--- config.mk ---
export PLATFORM = sky130hd
export DESIGN_NAME = chan_link_ctrl_flat
export DESIGN_NICKNAME = d
export VERILOG_FILES = /design/src/rtl/chan_link_ctrl_if.sv /design/src/rtl/chan_link_ctrl.sv /design/src/flat_wrapper.sv
export SDC_FILE = /design/constraint.sdc
export NUM_CORES = 1
export LEC_CHECK = 0
export CAP_MARGIN = 15
export CORE_MARGIN = 3
export CORE_UTILIZATION = 51
export CTS_CLUSTER_DIAMETER = 150
export DETAILED_ROUTE_END_ITERATION = 16
export PLACE_DENSITY_LB_ADDON = 0.05
export SLEW_MARGIN = 20
export SYNTH_ARGS = -nofsm -noshare
export SYNTH_HDL_FRONTEND = slang
export SYNTH_SLANG_ARGS = --single-unit
--- constraint.sdc ---
create_clock -name clk -period 7.5 [get_ports clk]
set_input_delay 1.125 -clock clk [delete_from_list [all_inputs] [get_ports clk]]
set_output_delay 1.125 -clock clk [all_outputs]
set_load 0.02 [all_outputs]
--- src/rtl/chan_link_ctrl_if.sv ---
// chan_link_ctrl_if: source-side and sink-side valid/ready handshakes of chan_link_ctrl.
// master = source/sink environment, slave = controller.
interface chan_link_ctrl_if;
  localparam int unsigned DATA_W = 24;
  localparam int unsigned ERR_W  = 5;

  logic              in_valid;
  logic [DATA_W-1:0] in_data;
  logic              in_ready;
  logic              out_valid;
  logic [DATA_W-1:0] out_data;
  logic [ERR_W-1:0]  out_err_bits;
  logic              out_timeout;
  logic              out_ready;

  modport master (
    output in_valid, in_data, out_ready,
    input  in_ready, out_valid, out_data, out_err_bits, out_timeout
  );

  modport slave (
    input  in_valid, in_data, out_ready,
    output in_ready, out_valid, out_data, out_err_bits, out_timeout
  );
endinterface

--- src/rtl/chan_link_ctrl.sv ---
// chan_link_ctrl: sequences one word through tx -> AWGN channel -> rx and keeps bit-error stats.
// Optional macro CHAN_LOOPBACK_EN adds lpbk_en, which bypasses the channel and samples tx_data.
module chan_link_ctrl #(
  parameter int unsigned SETTLE_CYCLES  = 2,
  parameter int unsigned TIMEOUT_CYCLES = 64
) (
  input  logic             clk,
  input  logic             reset,
  chan_link_ctrl_if.slave  link,
  output logic [23:0]      tx_data,
  output logic             awgn_start,
  input  logic             awgn_busy,
  input  logic [23:0]      rx_data,
  input  logic             clr_stats,
  output logic [31:0]      word_cnt,
  output logic [31:0]      bit_err_cnt,
  output logic             timeout_flag
`ifdef CHAN_LOOPBACK_EN
  ,
  input  logic             lpbk_en
`endif
);

  localparam int unsigned DATA_W = 24;
  localparam int unsigned ERR_W  = 5;
  localparam int unsigned STAT_W = 32;
  localparam int unsigned CNT_W  = 8;

  typedef enum logic [2:0] {
    S_IDLE,
    S_LAUNCH,
    S_WAIT_NOISE,
    S_SETTLE,
    S_CAPTURE,
    S_DELIVER
  } state_t;

  state_t            state;
  state_t            next_state;
  logic [CNT_W-1:0]  cnt;
  logic              abort;
  logic              lpbk_q;
  logic              lpbk_in_c;
  logic              accept_c;
  logic              timeout_c;
  logic [DATA_W-1:0] sample_c;
  logic [ERR_W-1:0]  err_c;
  logic [STAT_W:0]   bit_sum_c;

  function automatic logic [ERR_W-1:0] popcnt(input logic [DATA_W-1:0] v);
    logic [ERR_W-1:0] n;
    n = '0;
    for (int i = 0; i < int'(DATA_W); i++) n = n + ERR_W'(v[i]);
    return n;
  endfunction

`ifdef CHAN_LOOPBACK_EN
  assign lpbk_in_c = lpbk_en;

  // Loopback choice is frozen for the whole word at acceptance.
  always_ff @(posedge clk or negedge reset) begin
    if (!reset)        lpbk_q <= 1'b0;
    else if (accept_c) lpbk_q <= lpbk_en;
  end
`else
  assign lpbk_in_c = 1'b0;
  assign lpbk_q    = 1'b0;
`endif

  always_ff @(posedge clk or negedge reset) begin
    if (!reset) state <= S_IDLE;
    else        state <= next_state;
  end

  // Next-state logic; busy is ignored on the first WAIT_NOISE cycle (cnt==0).
  always_comb begin
    next_state = state;
    accept_c   = 1'b0;
    timeout_c  = 1'b0;
    case (state)
      S_IDLE: begin
        if (link.in_valid) begin
          accept_c   = 1'b1;
          next_state = S_LAUNCH;
        end
      end
      S_LAUNCH:     next_state = lpbk_q ? S_SETTLE : S_WAIT_NOISE;
      S_WAIT_NOISE: begin
        if (!awgn_busy && (cnt != '0)) begin
          next_state = S_SETTLE;
        end else if (cnt == CNT_W'(TIMEOUT_CYCLES - 1)) begin
          timeout_c  = 1'b1;
          next_state = S_CAPTURE;
        end
      end
      S_SETTLE: begin
        if (cnt == CNT_W'(SETTLE_CYCLES - 1)) next_state = S_CAPTURE;
      end
      S_CAPTURE:    next_state = S_DELIVER;
      S_DELIVER: begin
        if (link.out_ready) next_state = S_IDLE;
      end
      default:      next_state = S_IDLE;
    endcase
  end

  assign sample_c  = lpbk_q ? tx_data : rx_data;
  assign err_c     = popcnt(sample_c ^ tx_data);
  assign bit_sum_c = {1'b0, bit_err_cnt} + (STAT_W + 1)'(err_c);

  // Handshake outputs and cycle counter (cleared on every state change).
  always_ff @(posedge clk or negedge reset) begin
    if (!reset) begin
      link.in_ready  <= 1'b1;
      link.out_valid <= 1'b0;
      awgn_start     <= 1'b0;
      cnt            <= '0;
      abort          <= 1'b0;
      tx_data        <= '0;
    end else begin
      link.in_ready  <= (next_state == S_IDLE);
      link.out_valid <= (next_state == S_DELIVER);
      awgn_start     <= accept_c && !lpbk_in_c;
      cnt            <= (next_state != state) ? '0 : cnt + CNT_W'(1);
      if (state == S_LAUNCH) abort <= 1'b0;
      else if (timeout_c)    abort <= 1'b1;
      if (accept_c) tx_data <= link.in_data;
    end
  end

  // Result capture.
  always_ff @(posedge clk or negedge reset) begin
    if (!reset) begin
      link.out_data     <= '0;
      link.out_err_bits <= '0;
      link.out_timeout  <= 1'b0;
    end else if (state == S_CAPTURE) begin
      link.out_data     <= sample_c;
      link.out_err_bits <= err_c;
      link.out_timeout  <= abort;
    end
  end

  // Statistics; clr_stats overrides a coincident capture update.
  always_ff @(posedge clk or negedge reset) begin
    if (!reset) begin
      word_cnt     <= '0;
      bit_err_cnt  <= '0;
      timeout_flag <= 1'b0;
    end else if (clr_stats) begin
      word_cnt     <= '0;
      bit_err_cnt  <= '0;
      timeout_flag <= 1'b0;
    end else if (state == S_CAPTURE) begin
      if (abort) begin
        timeout_flag <= 1'b1;
      end else begin
        if (word_cnt != '1) word_cnt <= word_cnt + STAT_W'(1);
        bit_err_cnt <= bit_sum_c[STAT_W] ? '1 : bit_sum_c[STAT_W-1:0];
      end
    end
  end

endmodule

--- src/flat_wrapper.sv ---
// flat-port wrapper written by rule: the top's interface ports become plain ports
module chan_link_ctrl_flat 
#(
  parameter int unsigned SETTLE_CYCLES  = 2,
  parameter int unsigned TIMEOUT_CYCLES = 64
)
  (clk, reset, tx_data, awgn_start, awgn_busy, rx_data, clr_stats, word_cnt, bit_err_cnt, timeout_flag, link_in_valid, link_in_data, link_out_ready, link_in_ready, link_out_valid, link_out_data, link_out_err_bits, link_out_timeout);
  chan_link_ctrl_if link_i ();
  input  logic clk;
  input  logic reset;
  output logic [23:0] tx_data;
  output logic awgn_start;
  input  logic awgn_busy;
  input  logic [23:0] rx_data;
  input  logic clr_stats;
  output logic [31:0] word_cnt;
  output logic [31:0] bit_err_cnt;
  output logic timeout_flag;
  input wire logic [$bits(link_i.in_valid)-1:0] link_in_valid;
  input wire logic [$bits(link_i.in_data)-1:0] link_in_data;
  input wire logic [$bits(link_i.out_ready)-1:0] link_out_ready;
  output wire logic [$bits(link_i.in_ready)-1:0] link_in_ready;
  output wire logic [$bits(link_i.out_valid)-1:0] link_out_valid;
  output wire logic [$bits(link_i.out_data)-1:0] link_out_data;
  output wire logic [$bits(link_i.out_err_bits)-1:0] link_out_err_bits;
  output wire logic [$bits(link_i.out_timeout)-1:0] link_out_timeout;
  assign link_i.in_valid = link_in_valid;
  assign link_i.in_data = link_in_data;
  assign link_i.out_ready = link_out_ready;
  assign link_in_ready = link_i.in_ready;
  assign link_out_valid = link_i.out_valid;
  assign link_out_data = link_i.out_data;
  assign link_out_err_bits = link_i.out_err_bits;
  assign link_out_timeout = link_i.out_timeout;
  chan_link_ctrl #(.SETTLE_CYCLES(SETTLE_CYCLES), .TIMEOUT_CYCLES(TIMEOUT_CYCLES)) u_core (.clk(clk), .reset(reset), .link(link_i), .tx_data(tx_data), .awgn_start(awgn_start), .awgn_busy(awgn_busy), .rx_data(rx_data), .clr_stats(clr_stats), .word_cnt(word_cnt), .bit_err_cnt(bit_err_cnt), .timeout_flag(timeout_flag));
endmodule
# Word level (Yosys, flattened, before mapping)

Index checks and enable logic that the tools add are counted.

Multipliers: 0
Eq/ne operators: 11
Mux-type cells: 25
Bitwise logic cells: 1
Reductions and logical operators: 12
Shift operators: 0
Divide/modulo/power cells: 0
$add $sub $neg: 26
Order comparisons: 0

Operator list:

| operator                                       | count |
|---|---|
| two-way mux 32 bit                             | 8 |
| adder 5 x 1 -> 5 bit                           | 22 |
| adder 32 x 5 -> 33 bit                         | 1 |
| adder 32 x 1 -> 32 bit (second input constant) | 1 |
| inequality test 32 bit (second input constant) | 1 |
| XOR 24 bit                                     | 1 |
| one-hot mux 3 bit (6 select lines)             | 1 |
| two-way mux 3 bit                              | 5 |
| two-way mux 1 bit                              | 10 |
| == test 3 bit (second input constant)          | 3 |
| adder 8 x 1 -> 8 bit (second input constant)   | 1 |
| == test 8 x 1 -> 1 bit (second input constant) | 1 |
| == test 8 x 6 -> 1 bit (second input constant) | 1 |
| two-way mux 8 bit                              | 1 |
| nonzero test 2 bit                             | 4 |
| nonzero test 8 bit                             | 1 |
| == test 3 x 2 -> 1 bit (second input constant) | 2 |
| zero test 3 bit                                | 2 |
| AND reduction 2 bit                            | 2 |
| == test 3 x 1 -> 1 bit (second input constant) | 1 |
| inequality test 3 bit                          | 1 |
| AND reduction 3 bit                            | 1 |
| adder 1 x 1 -> 2 bit                           | 1 |
| inequality test 2 bit (second input constant)  | 1 |
| 2 further kinds                                | 2 |

Bits in read-only memories: 0
Word-level logic and storage cells: 88
Flip-flop bits (word level): 134
Bits in latches: 0
Memories: 0
Memory bits (writable): 0

# Logic depth before layout (Yosys ltp)

Depth after elaboration: 29
Gate-level depth with buffers: 22
Depth with buffers taken out: 21

# Worst setup path before layout

No wires, ideal clock.

Path kind: input -> register
From: input port rx_data[1]
To: register u_core.bit_err_cnt[27]
Required time: 7401 ps
Path slack: 537 ps
Cell stages on the path: 16
Setup time: 99 ps
Buffers on the path: 0
Data arrival time: 6863 ps
Cells stage by stage: xor2_1 -> ha_1 -> inv_1 -> fa_1 -> fa_1 -> fa_1 -> fa_1 -> fa_1 -> fa_1 -> fa_1 -> fa_1 -> nor2b_1 -> o2111ai_2 -> a2111oi_2 -> nor4_1 -> a311oi_1

Cells in the longest elaborated chain, start to end: 29

RTL lines:

| item                               | RTL line              | source |
|---|---|---|
| start: declaration                 | flat_wrapper.sv:14    | `input logic [23:0] rx_data;` |
| XOR 24 bit                         | chan_link_ctrl.sv:108 | `assign err_c = popcnt(sample_c ^ tx_data);` |
| adder 1 x 1 -> 2 bit               | chan_link_ctrl.sv:53  | `for (int i = 0; i < int'(DATA_W); i++) n = n + ERR_W'(v[i]);` |
| adder 5 x 1 -> 5 bit (22 in a row) | chan_link_ctrl.sv:53  |  |
| adder 32 x 5 -> 33 bit             | chan_link_ctrl.sv:109 | `assign bit_sum_c = {1'b0, bit_err_cnt} + (STAT_W + 1)'(err_c);` |
| two-way mux 32 bit                 | chan_link_ctrl.sv:159 | `bit_err_cnt <= bit_sum_c[STAT_W] ? '1 : bit_sum_c[STAT_W-1:0];` |
| two-way mux 32 bit                 | chan_link_ctrl.sv:155 | `if (abort) begin` |
| two-way mux 32 bit                 | chan_link_ctrl.sv:154 | `end else if (state == S_CAPTURE) begin` |
| two-way mux 32 bit                 | chan_link_ctrl.sv:150 | `end else if (clr_stats) begin` |
| end signal: assignment             | chan_link_ctrl.sv:159 |  |
| end: declaration                   | chan_link_ctrl.sv:16  | `output logic [31:0] bit_err_cnt,` |

Every way passes these cells. The select of a mux whose other input is x is not followed.
A chain may end at the register's enable or synchronous reset.

# Final worst setup path

From: input port rx_data[1]
To: register u_core.bit_err_cnt[21]

Cells in the longest elaborated chain, start to end: 29

RTL lines:

| item                               | RTL line              | source |
|---|---|---|
| XOR 24 bit                         | chan_link_ctrl.sv:108 |  |
| adder 1 x 1 -> 2 bit               | chan_link_ctrl.sv:53  |  |
| adder 5 x 1 -> 5 bit (22 in a row) | chan_link_ctrl.sv:53  |  |
| net u_core.err_c[4]                | chan_link_ctrl.sv:47  | `logic [ERR_W-1:0] err_c;` |
| adder 32 x 5 -> 33 bit             | chan_link_ctrl.sv:109 |  |
| two-way mux 32 bit                 | chan_link_ctrl.sv:159 |  |
| two-way mux 32 bit                 | chan_link_ctrl.sv:155 |  |
| two-way mux 32 bit                 | chan_link_ctrl.sv:154 |  |
| two-way mux 32 bit                 | chan_link_ctrl.sv:150 |  |

The timed path passes the listed nets, and every way through them passes these cells. The select of a mux whose other input is x is not followed.

==> results by group <==
Status
  • Status: finished, final reports clean

Layout
  • Share of cells above drive strength 1: 10.9%
  • Register area: 3350 um2
  • P&R area growth vs syn: 34.3%
  • Area of the multi-input gates: 3970 um2
  • Ant diodes: 0
  • Final std cells w/o fill: 1146
  • Fillers: 1068
  • NumNets Final: 1041

Floorplan
  • Die Wd: 128 um
  • Initial Util: 53.3%
  • Die area: 16300 um2
  • Std cell rows: 43
  • Die Ht: 128 um
  • Top-Level Pins: 176
  • Core footprint: 14200 um2

GRT
  • First-pass GRT wire length: 34.3 mm
  • Congestion Overflow GR: 0
  • Gr usage total: 26.1%
  • Largest net degree at the start of global routing: 83
  • Initial antenna violation count: 0
  • Vias in the first global route: 6694

Min path
  • Type of the worst min-delay path: reg2reg
  • Hold endpoint: u_core.link.out_data[11]
  • Worst hold stages: 2
  • Critical hold path startpoint: u_core.link.out_data[11]

Worst setup path
  • Start point of the critical path: rx_data[1]
  • Reg2reg path depth: 20
  • Worst Setup End Kind: flop
  • Critical R2R Launch: u_core.tx_data[0]
  • RR Endpoint: u_core.bit_err_cnt[21]
  • Critical Path AT: 7.47 ns
  • Startpoint Class: primary input
  • Type of the worst setup path: in2reg
  • CP max FO: 6
  • FF-to-FF setup slack: 1.09 ns
  • Crit path required time: 7.82 ns

Synthesis
  • Top_reg_cell synth: dfrtp_1
  • Synth Instances: 775
  • Mapped Avg Cell Area: 9.76 um2
  • Post-synth net total: 863
  • Synth warn: 0
  • Post-synth EDFFs: 0
  • Seq/Total Area, Yosys: 44.4%
  • Cell variety after synth: 67
  • Share of the synthesized area in the top cell type: 44.0%
  • Synth area leader: dfrtp_1
  • Syn Std Cell Area: 7560 um2
  • Yosys reg bits: 134
  • Synth area leaders: dfrtp_1 (44%), nand2_1 (5.4%), fa_1 (4.8%), mux2_2 (4.5%), xnor2_1 (3.7%)
  • Synth async-reset ratio: 100%

STA
  • Final Slew Violations: 0
  • Final hold vios: 0
  • Slew HR: 34.4%
  • Final worst-path cycle share: 95.4%
  • Final setup fails: 0
  • Maximum clock frequency: 140 MHz
  • Post-layout minimum cycle time: 7.15 ns
  • Worst Setup Slack, final: 0.347 ns
  • Worst-Margin Slew: 0.969 ns
  • Clock skew: 0.0150 ns

Clocking
  • Root Buffer: clkbuf_16
  • CTS clk-pin slew, worst paths: 0.06 ns
  • Post-CTS Setup Bufs: 0
  • CTS tree: yes
  • H-tree Lvls: 4
  • CTS Buf Count: 17
  • Clk sinks: 134
  • Worst skew pair latency: 0.42 ns
  • Post-CTS Hold Fix Bufs: 0
  • Clock Tree Buf Depth: 2
  • Post_cts resized: 0

Routing
  • Average wire per standard cell: 18.3 um
  • DRT antenna net count: 0
  • Via/cell ratio: 5.91
  • DRC Markers: 0
  • Drt pass-1 iters: 5
  • Final wirelength: 21.0 mm
  • Vias after detailed routing: 6773
  • Iteration-0 DRC Markers: 483

Placed design
  • Port bufs: 175
  • Placed wire-length estimate: 14.9 mm
  • Inst Count DP: 1114
  • GP Congestion: 0.907
  • Post-place setup slack: -0.229 ns

Job
  • Max_cap viols: 0
## cells in the mapped netlist (3+ instances only)
cell type  instances
dfrtp_1          133
nand2_1          109
nor2_1            54
a21oi_1           42
inv_1             32
xnor2_1           32
mux2_2            30
nand3_1           26
clkbuf_1          23
nand4_1           23
o21ai_0           23
fa_1              18
and3_1            17
a211oi_1          16
ha_1              16
nor3_1            14
or3_1             13
a31oi_1           12
xor2_1            11
nor2b_1           10
nor4_1            10
and4_1             8
and2_1             7
buf_2              7
or4_1              7
o31ai_1            6
nand2b_1           5
nor3b_1            5
a21o_1             4
a311oi_1           4
or2_2              4
a2111oi_0          3
a211o_1            3
buf_1              3
nor4b_1            3
o2111ai_1          3
## cell type report
cell class / count / area share (%)
inverters: 32 / 1.18
repair buffers: 195 / 18.7
clock inverters: 10 / 1.18
multi-input cells: 573 / 39.1
clock buffers: 22 / 4.57
well taps: 180 / 2.22
flip-flops and latches: 134 / 33.0
## state kept, by name, indices dropped and copies added, names as in the netlist
name                      flops
u_core.tx_data               24
u_core.cnt                    8
u_core.link.out_timeout       1
u_core.word_cnt              32
u_core.link.out_err_bits      5
u_core.abort                  1
u_core.state                  3
u_core.timeout_flag           1
u_core.awgn_start             1
u_core.link.out_valid         1
u_core.bit_err_cnt           32
u_core.link.in_ready          1
u_core.link.out_data         24
## per-stage QoR
| step | utilization (%) | hold slack, ns | cell area (um2) | setup TNS (ns) |
|---|---|---|---|---|
| after global placement | 67.2 | 0.457 | 9540 | -0.427 |
| after detailed placement | 67.2 | 0.461 | 9540 | -2.96 |
| after floorplan | - | 0.492 | 7560 | 0 |
| final | 71.5 | 0.473 | 10200 | 0 |
| after global routing | 71.5 | 0.483 | 10200 | -0.0145 |
| after CTS | 71.3 | 0.476 | 10100 | 0 |
## placed cells by master (no fill, tap or decap), types with 17 or more instances in the layout
cell type	n
a21oi_1	42
and3_1	17
buf_4	19
clkbuf_16	17
clkdlybuf4s50_1	173
dfrtp_1	133
fa_1	18
inv_1	32
mux2_2	30
nand2_1	109
nand3_1	26
nand4_1	23
nor2_1	53
o21ai_0	23
xnor2_1	32
## how the worst max path moves through the flow
stage               cells after the start                     end
detailed placement                     17  u_core.bit_err_cnt[13]
global placement                       18  u_core.bit_err_cnt[25]
CTS                                    17  u_core.bit_err_cnt[13]
floorplan                              16  u_core.bit_err_cnt[27]
global route                           21  u_core.bit_err_cnt[21]
finish                                 21  u_core.bit_err_cnt[21]
## cells by family after synthesis
family / Yosys count / share of synthesized area [%]
AND/OR/NAND/NOR: 324 / 22.1
AO/OA/AOI/OAI: 141 / 12.9
flip-flops: 134 / 44.4
buffers and inverters: 68 / 3.74
XOR/XNOR: 43 / 4.98
adder cells (fa/ha/maj): 34 / 7.41
multiplexers: 31 / 4.60
## worst max-delay path, cell delays in order
cell and delay, ns:
clkdlybuf4s50_1 0.44, xor2_1 0.18, ha_1 0.27, inv_1 0.05, fa_1 0.52, fa_1 0.52, fa_1 0.52, fa_1 0.52
fa_1 0.51, fa_1 0.48, fa_1 0.43, nor2b_1 0.15, o21ai_0 0.10, nand2b_1 0.13, ha_1 0.16, buf_4 0.15
nand4_1 0.26, a2111oi_2 0.51, buf_4 0.21, a31oi_1 0.08, nor3_1 0.16
## per-layer routing
metal / share of wire [%] / global-route usage, % / up-vias / wire (um)
met1: 40 / 32.7 / 3344 / 8420
met4: 0.99 / 6.74 / 0 / 208
met3: 8.4 / 8.17 / 15 / 1770
met5: 0 / 0 / - / 0
li1: - / - / 3134 / -
met2: 50 / 44.1 / 280 / 10600
Power is left out: the tool's default activity adds up to more than one toggle a clock period on the data nets, which glitch-free logic cannot reach.
